<file path="config.mk">
export PLATFORM = sky130hd
export DESIGN_NAME = cache_req_sequencer
export DESIGN_NICKNAME = d
export VERILOG_FILES = /design/src/rtl/cache_req_sequencer.sv
export SDC_FILE = /design/constraint.sdc
export NUM_CORES = 1
export LEC_CHECK = 0
export ABC_AREA = 1
export ABC_CLOCK_PERIOD_IN_PS = 2400
export BUFFER_PORTS_ARGS = -buffer_cell sky130_fd_sc_hd__buf_2
export CAP_MARGIN = 5
export CORE_MARGIN = 8
export CORE_UTILIZATION = 58
export DETAILED_ROUTE_END_ITERATION = 6
export GPL_ROUTABILITY_DRIVEN = 0
export PLACE_DENSITY = 0.8
export SYNTH_ARGS = -nofsm -noshare
export SYNTH_HDL_FRONTEND = slang
export SYNTH_SLANG_ARGS = --single-unit
</file>
<file path="constraint.sdc">
create_clock -name clk -period 2.4 [get_ports clk]
set_input_delay 0 -clock clk [delete_from_list [all_inputs] [get_ports clk]]
set_output_delay 0 -clock clk [all_outputs]
set_load 0.02 [all_outputs]
</file>
<file path="src/rtl/cache_req_sequencer.sv">
// Request front-end for the 16-block direct-mapped cache: queues read addresses,
// issues them one at a time, captures hit/data into a valid/ready response and keeps hit/miss statistics.
module cache_req_sequencer #(
  parameter int FIFO_DEPTH = 8,
  parameter int CNT_W      = 16
) (
  input  logic                          clk,
  input  logic                          rst,
  input  logic                          req_valid,
  input  logic [10:0]                   req_addr,
  output logic                          req_ready,
  output logic                          cache_read,
  output logic [10:0]                   cache_addr,
  input  logic                          cache_hit,
  input  logic [10:0]                   cache_read_data,
  output logic                          rsp_valid,
  input  logic                          rsp_ready,
  output logic [10:0]                   rsp_addr,
  output logic                          rsp_hit,
  output logic [10:0]                   rsp_data,
  output logic [CNT_W-1:0]              hit_count,
  output logic [CNT_W-1:0]              miss_count,
  input  logic                          clear_stats,
  output logic [$clog2(FIFO_DEPTH):0]   fifo_level,
  output logic                          busy
);

  localparam int AW = $clog2(FIFO_DEPTH);
  localparam logic [AW:0]      DEPTH_LVL = (AW+1)'(FIFO_DEPTH);
  localparam logic [CNT_W-1:0] CNT_MAX   = '1;

  typedef enum logic [1:0] {IDLE, ISSUE, WAIT, RESP} state_e;

  state_e            state_q, state_d;
  logic [10:0]       fifo_mem [FIFO_DEPTH];
  logic [AW-1:0]     wr_ptr_q, wr_ptr_d;
  logic [AW-1:0]     rd_ptr_q, rd_ptr_d;
  logic [AW:0]       level_q, level_d;
  logic              cache_read_q, cache_read_d;
  logic [10:0]       cache_addr_q, cache_addr_d;
  logic              rsp_valid_q, rsp_valid_d;
  logic [10:0]       rsp_addr_q, rsp_addr_d;
  logic              rsp_hit_q, rsp_hit_d;
  logic [10:0]       rsp_data_q, rsp_data_d;
  logic [CNT_W-1:0]  hit_cnt_q, hit_cnt_d;
  logic [CNT_W-1:0]  miss_cnt_q, miss_cnt_d;
  logic              full, empty, push, pop;
  logic [10:0]       head;

  // req_ready deliberately ignores a same-cycle pop so it is a pure function of the level register.
  assign full  = (level_q == DEPTH_LVL);
  assign empty = (level_q == '0);
  assign push  = req_valid && !full;
  assign head  = fifo_mem[rd_ptr_q];

  // Storage is not reset; only pointers and level define what is valid.
  always_ff @(posedge clk) begin
    if (push) begin
      fifo_mem[wr_ptr_q] <= req_addr;
    end
  end

  always_comb begin
    state_d      = state_q;
    pop          = 1'b0;
    cache_read_d = 1'b0;
    cache_addr_d = cache_addr_q;
    rsp_valid_d  = rsp_valid_q;
    rsp_addr_d   = rsp_addr_q;
    rsp_hit_d    = rsp_hit_q;
    rsp_data_d   = rsp_data_q;
    hit_cnt_d    = hit_cnt_q;
    miss_cnt_d   = miss_cnt_q;

    case (state_q)
      IDLE: begin
        if (!empty) begin
          pop          = 1'b1;
          cache_addr_d = head;
          cache_read_d = 1'b1;
          state_d      = ISSUE;
        end
      end
      ISSUE: begin
        state_d = WAIT;
      end
      WAIT: begin
        rsp_addr_d  = cache_addr_q;
        rsp_hit_d   = cache_hit;
        rsp_data_d  = cache_read_data;
        rsp_valid_d = 1'b1;
        if (cache_hit) begin
          if (hit_cnt_q != CNT_MAX) hit_cnt_d = hit_cnt_q + 1'b1;
        end else begin
          if (miss_cnt_q != CNT_MAX) miss_cnt_d = miss_cnt_q + 1'b1;
        end
        state_d = RESP;
      end
      RESP: begin
        if (rsp_ready) begin
          rsp_valid_d = 1'b0;
          state_d     = IDLE;
        end
      end
      default: begin
        state_d = IDLE;
      end
    endcase

    // A clear swallows any increment landing in the same cycle.
    if (clear_stats) begin
      hit_cnt_d  = '0;
      miss_cnt_d = '0;
    end

    wr_ptr_d = push ? wr_ptr_q + 1'b1 : wr_ptr_q;
    rd_ptr_d = pop  ? rd_ptr_q + 1'b1 : rd_ptr_q;
    case ({push, pop})
      2'b10:   level_d = level_q + 1'b1;
      2'b01:   level_d = level_q - 1'b1;
      default: level_d = level_q;
    endcase
  end

  always_ff @(posedge clk or posedge rst) begin
    if (rst) begin
      state_q      <= IDLE;
      wr_ptr_q     <= '0;
      rd_ptr_q     <= '0;
      level_q      <= '0;
      cache_read_q <= 1'b0;
      cache_addr_q <= '0;
      rsp_valid_q  <= 1'b0;
      rsp_addr_q   <= '0;
      rsp_hit_q    <= 1'b0;
      rsp_data_q   <= '0;
      hit_cnt_q    <= '0;
      miss_cnt_q   <= '0;
    end else begin
      state_q      <= state_d;
      wr_ptr_q     <= wr_ptr_d;
      rd_ptr_q     <= rd_ptr_d;
      level_q      <= level_d;
      cache_read_q <= cache_read_d;
      cache_addr_q <= cache_addr_d;
      rsp_valid_q  <= rsp_valid_d;
      rsp_addr_q   <= rsp_addr_d;
      rsp_hit_q    <= rsp_hit_d;
      rsp_data_q   <= rsp_data_d;
      hit_cnt_q    <= hit_cnt_d;
      miss_cnt_q   <= miss_cnt_d;
    end
  end

  assign req_ready  = !full;
  assign cache_read = cache_read_q;
  assign cache_addr = cache_addr_q;
  assign rsp_valid  = rsp_valid_q;
  assign rsp_addr   = rsp_addr_q;
  assign rsp_hit    = rsp_hit_q;
  assign rsp_data   = rsp_data_q;
  assign hit_count  = hit_cnt_q;
  assign miss_count = miss_cnt_q;
  assign fifo_level = level_q;
  assign busy       = (state_q != IDLE) || !empty;

endmodule
</file>
Word-level counts from Yosys, hierarchy flattened
Memories as Yosys holds them, arrays and structs flattened. A register that Yosys moved wholly into a read port is not among the register bits.
Index checks and enable logic that the tools add are counted.
{"block": "classes", "n_addsub": 6, "n_eq_ne": 11, "n_mux": 18, "bitwise_logic": 1, "n_reduce_logical": 18}
{"cell": "16-bit 2-to-1 mux", "count": 8}
{"cell": "16-bit by 1-bit adder with 16-bit output (second input constant)", "count": 2}
{"cell": "16-bit != test (second input constant)", "count": 2}
{"cell": "2-bit nonzero test", "count": 7}
{"cell": "2-bit case mux with 4 select lines", "count": 1}
{"cell": "4-bit case mux with 2 select lines", "count": 1}
{"cell": "3-bit by 1-bit adder with 3-bit output (second input constant)", "count": 2}
{"cell": "2-bit == test (second input constant)", "count": 3}
{"cell": "2-bit AND reduction", "count": 3}
{"cell": "3-bit AND reduction", "count": 2}
{"cell": "1-bit 2-to-1 mux", "count": 5}
{"cell": "4-bit by 1-bit adder with 4-bit output (second input constant)", "count": 1}
{"cell": "2-bit by 1-bit == test with 1-bit output (second input constant)", "count": 2}
{"cell": "4-bit == test (second input constant)", "count": 1}
{"cell": "4-bit zero test", "count": 1}
{"cell": "2-bit 2-to-1 mux", "count": 2}
{"cell": "2-bit != test (second input constant)", "count": 2}
{"cell": "4-bit by 1-bit subtractor with 4-bit output (second input constant)", "count": 1}
{"cell": "1-bit zero test", "count": 2}
{"cell": "2-bit zero test", "count": 1}
{"cell": "2-bit by 1-bit != test with 1-bit output (second input constant)", "count": 1}
{"cell": "1-bit case mux with 2 select lines", "count": 1}
{"cell": "1-bit logical AND", "count": 1}
{"cell": "1-bit logical OR", "count": 1}
{"cell": "1-bit inverter", "count": 1}
{"block": "totals", "reg_bits": 69, "ram_bits": 88, "input_bits": 28, "out_inout_bits": 74, "wordCells": 66, "n_memories": 1}
{"name": "fifo_mem", "words": 8, "width": 11, "read_ports": 1, "rd_clocked_by_memory_dff": 1, "write_ports": 1, "line_no": "35", "text": "logic [10:0] fifo_mem [FIFO_DEPTH];"}

Longest topological paths before layout
{"block": "depth", "depth_word": 5, "ltp_mapped": 13, "mapped_depth_nobuf": 12}

Least setup slack after synthesis
Ideal clock, no wire load.
{"block": "synth_path", "path_type": "reg2reg", "startpoint": "reg level_q[1] (netlist: fifo_level[1])", "endpoint": "mem fifo_mem[4][0], enable pin", "setup_ns": 0.378, "arrival_ns": 1.812, "t_required_ns": 2.022, "path_slack_ns": 0.209, "stages_incl_launch_ff": 6, "n_path_buf": 0, "synth_period_minus_slack_ns": 2.191, "cell_sequence": "dfrtp_1 > nor2_1 > nand3_1 > nand2_1 > or2_2 > nor2_1"}
{"block": "synth_via", "elab_chain_cells": 5}
{"item": "start: declaration", "line_no": "38", "text": "logic [AW:0] level_q, level_d;"}
{"item": "start signal: assignment", "line_no": "143", "text": "level_q <= level_d;"}
{"item": "4-bit == test", "line_no": "51", "text": "assign full = (level_q == DEPTH_LVL);"}
{"item": "1-bit zero test"}
{"item": "via req_ready", "line_no": "11", "text": "output logic req_ready,"}
{"item": "1-bit logical AND", "line_no": "53", "text": "assign push = req_valid && !full;"}
{"item": "1-bit 2-to-1 mux", "line_no": "58", "text": "if (push) begin"}
{"item": "1-bit 2-to-1 mux (implied by the code)", "line_no": "59", "text": "fifo_mem[wr_ptr_q] <= req_addr;"}
{"item": "end: declaration", "line_no": "35"}
The timed path passes the listed nets, and every way through them passes these cells.

Worst setup path after layout
{"block": "layout_path", "startpoint": "reg level_q[1] (netlist: fifo_level[1])", "endpoint": "mem fifo_mem[7][8], enable pin"}
{"block": "layout_via", "elab_chain_cells": 5}
{"item": "4-bit == test", "line_no": "51"}
{"item": "1-bit zero test", "line_no": "53"}
{"item": "1-bit logical AND", "line_no": "53"}
{"item": "1-bit 2-to-1 mux", "line_no": "58"}
{"item": "1-bit 2-to-1 mux (implied by the code)", "line_no": "59"}
Every way passes these cells.

==> run metrics <==
status=finished, final reports clean; initial core utilization=0.5970; Worst R2R Path Depth=6; Netlist cell types=32; CP max stage cell=nor2_1; post-route core utilization=0.7205; P_leak=4.107 nW; Final Max Tran Viols=0; worst reg2reg setup slack=240 ps; clk_skew=7.612 ps; I/O pins=102; clk buf depth=2; register area=4644 um2; cts repair resizes=0; flops & latches, synth=168; setup TNS=0 ps; vias=5934; P&R area growth vs syn=20.69%; CP arrival=2210 ps; clock sink count=168; R2R Path End=fifo_mem[7][8]$_DFFE_PP_; Remaining Overflow, GRT=0; Syn Inst Count=793; die area=16950 um2; Site Rows=41; H-tree Lvls=4; Routed Antenna Nets=0; Cell Area, Synth=7565 um2; initial antenna violation count=0; Max rail drop VDD=986.4 uV; share of cells above drive strength 1=0.1837; Crit Path Max Fanout=11; cell area after layout=9130 um2; Worst Setup Path Type=register to register; RSZ-0062 raised after global routing=false; Final Cycle Share=0.9016; final hold viol count=0; DPL Wire Length=11.31 mm; mean routed wirelength per cell=15.58 um; Cell Count Post-Placement=1055; I/O Buffers=101; pre-CTS WS=258.5 ps; DRT Pass-1 Iters=5; sequential share of the synthesized area=0.6140; multi-input logic area=2589 um2; highest clock rate=462.2 MHz; Synth Area in Adders=0.01819; crit path cell chain=nor2_1, nand3_1, nand2_1, inv_1, nand2_1, nor2_1; Final min period=2164 ps; Worst slew margin=0.3106; clk slew on worst S/H paths=70 ps; DP Area=8282 um2; CTS Buf Count=17; worst r2r src=fifo_level[1]$_DFFE_PP0P_; largest area contributor in the netlist=edfxtp_1; total core area=12670 um2; XOR/XNOR Fraction of Synth Area=0.01274; Final nets=968; first-pass GRT wire length=27.72 mm; Simple-Gate Fraction of Synth Area=0.2377; Worst Slack Setup Final=236.3 ps; Die Wd=130.2 um; actual slew at the worst max-slew pin=1030 ps; Total GRT Usage=0.2129; crit-path max cell delay=800 ps; via/cell ratio=5.322; clk root buf=clkbuf_16; min-delay worst type=primary input to async pin; clk_lat worst skew=430 ps; proportion of netlist area held by the largest area contributor=0.3493; vias in the first global route=5635; die height=130.2 um; mux cell area share after synthesis=0; Warnings, synthesis=0; critical path buffer and inverter count=1; fill cell total of the finished layout=889; final non-filler cell total=1115; DRT Wirelength=17.37 mm; Final setup viols=0; # DRC=0; crit start category=register; Avg Cell Area, Syn=9.539 um2; Worst Setup End Kind=register; CTS tree=built; Power per Cell Area=1115 nW/um2; compound-gate portion of the synthesized area=0.07360; synth top area cells=edfxtp_1, dfrtp_1, nand2_1; largest net degree at the start of global routing=47; Syn Nets=832; WP data required=2440 ps; main combinational cell family by area after synthesis=simple AND/OR/NAND/NOR gates; Top delay family on crit path=simple AND/OR/NAND/NOR gates; initial drt markers=639; max cap viols=0
==> synthesized netlist by cell type (all sizes together) <==
cell type,n
clkinv,1
xnor2,3
nand4,20
nand3,42
dfrtp,80
nor2,134
buf,15
or2,4
clkbuf,15
edfxtp,88
a21oi,8
o21bai,4
o21ai,58
xor2,8
ha,11
nor3b,1
o211ai,23
inv,48
o2bb2ai,1
nand3b,1
nand2,228
==> power by group <==
group          internal [mW]  switching [mW]
clock network           1.44            1.17
logic                   1.11            2.38
registers               3.69           0.373
total                   6.25            3.93
==> flip-flops by register name, summed over array words and instances (netlist names) <==
register / flops
wr_ptr_q: 3
rd_ptr_q: 3
fifo_level: 4
rsp_data: 11
miss_count: 16
rsp_hit: 1
cache_read: 1
rsp_addr: 11
cache_addr: 11
fifo_mem: 88
hit_count: 16
state_q: 2
rsp_valid: 1
==> cell usage in the layout (no fill, tap or decap) <==
cell type / count
a21oi_1: 8
buf_2: 101
buf_4: 19
clkbuf_1: 1
clkbuf_16: 18
clkbuf_8: 1
clkinv_1: 1
clkinv_2: 1
clkinv_4: 3
clkinvlp_4: 4
dfrtp_1: 80
diode_2: 1
dlygate4sd3_1: 27
edfxtp_1: 88
ha_1: 11
inv_1: 45
inv_2: 2
inv_6: 2
inv_8: 3
nand2_1: 224
nand2_2: 4
nand3_1: 41
nand3_2: 1
nand3b_1: 1
nand4_1: 20
nor2_1: 128
nor2_2: 1
nor2_4: 4
nor2_8: 1
nor3b_1: 1
o211ai_1: 23
o21ai_0: 54
o21ai_2: 4
o21bai_1: 4
o2bb2ai_1: 1
or2_2: 4
xnor2_1: 3
xor2_1: 8
==> worst min-delay path, delay by kind of cell <==
kind	cells	cell delay, ps
buffers and inverters	3	1150
==> layer usage <==
metal / up-vias / GRT usage / wire length (um)
met5: - / 0 / 0
met4: 0 / 0.08811 / 376
met3: 37 / 0.05467 / 1189
met2: 177 / 0.3580 / 8716
met1: 2803 / 0.2562 / 7089
li1: 2917 / - / -
==> how the worst max path moves through the flow <==
stage | startpoint | to | slack (ps) | cells past startpoint
after floorplan | fifo_level[1]$_DFFE_PP0P_ | fifo_mem[4][0]$_DFFE_PP_ | 210 | 5
after global placement | fifo_level[1]$_DFFE_PP0P_ | fifo_mem[7][1]$_DFFE_PP_ | 330 | 6
after detailed placement | fifo_level[1]$_DFFE_PP0P_ | fifo_mem[7][3]$_DFFE_PP_ | 260 | 6
after CTS | fifo_level[1]$_DFFE_PP0P_ | fifo_mem[7][8]$_DFFE_PP_ | 240 | 6
after global routing | fifo_level[1]$_DFFE_PP0P_ | fifo_mem[7][9]$_DFFE_PP_ | 30 | 6
final | fifo_level[1]$_DFFE_PP0P_ | fifo_mem[7][8]$_DFFE_PP_ | 240 | 6
==> area by class of cell <==
cell class / instances / share of cell area
tap: 172 / 0.02357
multi-input combinational: 546 / 0.2835
sequential: 168 / 0.5087
antenna: 1 / 0.0002741
clock inverter: 12 / 0.01179
clock buffer: 20 / 0.05125
timing repair buffer: 147 / 0.1006
inverter: 49 / 0.02028
==> metrics by stage <==
stage	hold WS [ps]	power, mW
floorplan	98.87	6.411
global placement	130.0	7.446
detailed placement	137.7	7.559
CTS	232.1	10.21
global route	274.2	10.80
finish	234.0	10.18
==> logic make-up after synthesis <==
logic type | after synthesis
and+or+nand+nor | 430
DFF | 168
AOI/OAI and AO/OA | 94
buffers and inverters | 79
xor gates and xnor gates | 11
adders and majority gates | 11
==> timing repair <==
action / 4_1_cts / 5_1_grt
setup buffers: 0 / 0
hold endpoints to repair: 145 / 0
hold buffers: 27 / 0
No activity file was read; power rests on OpenSTA's default activity.
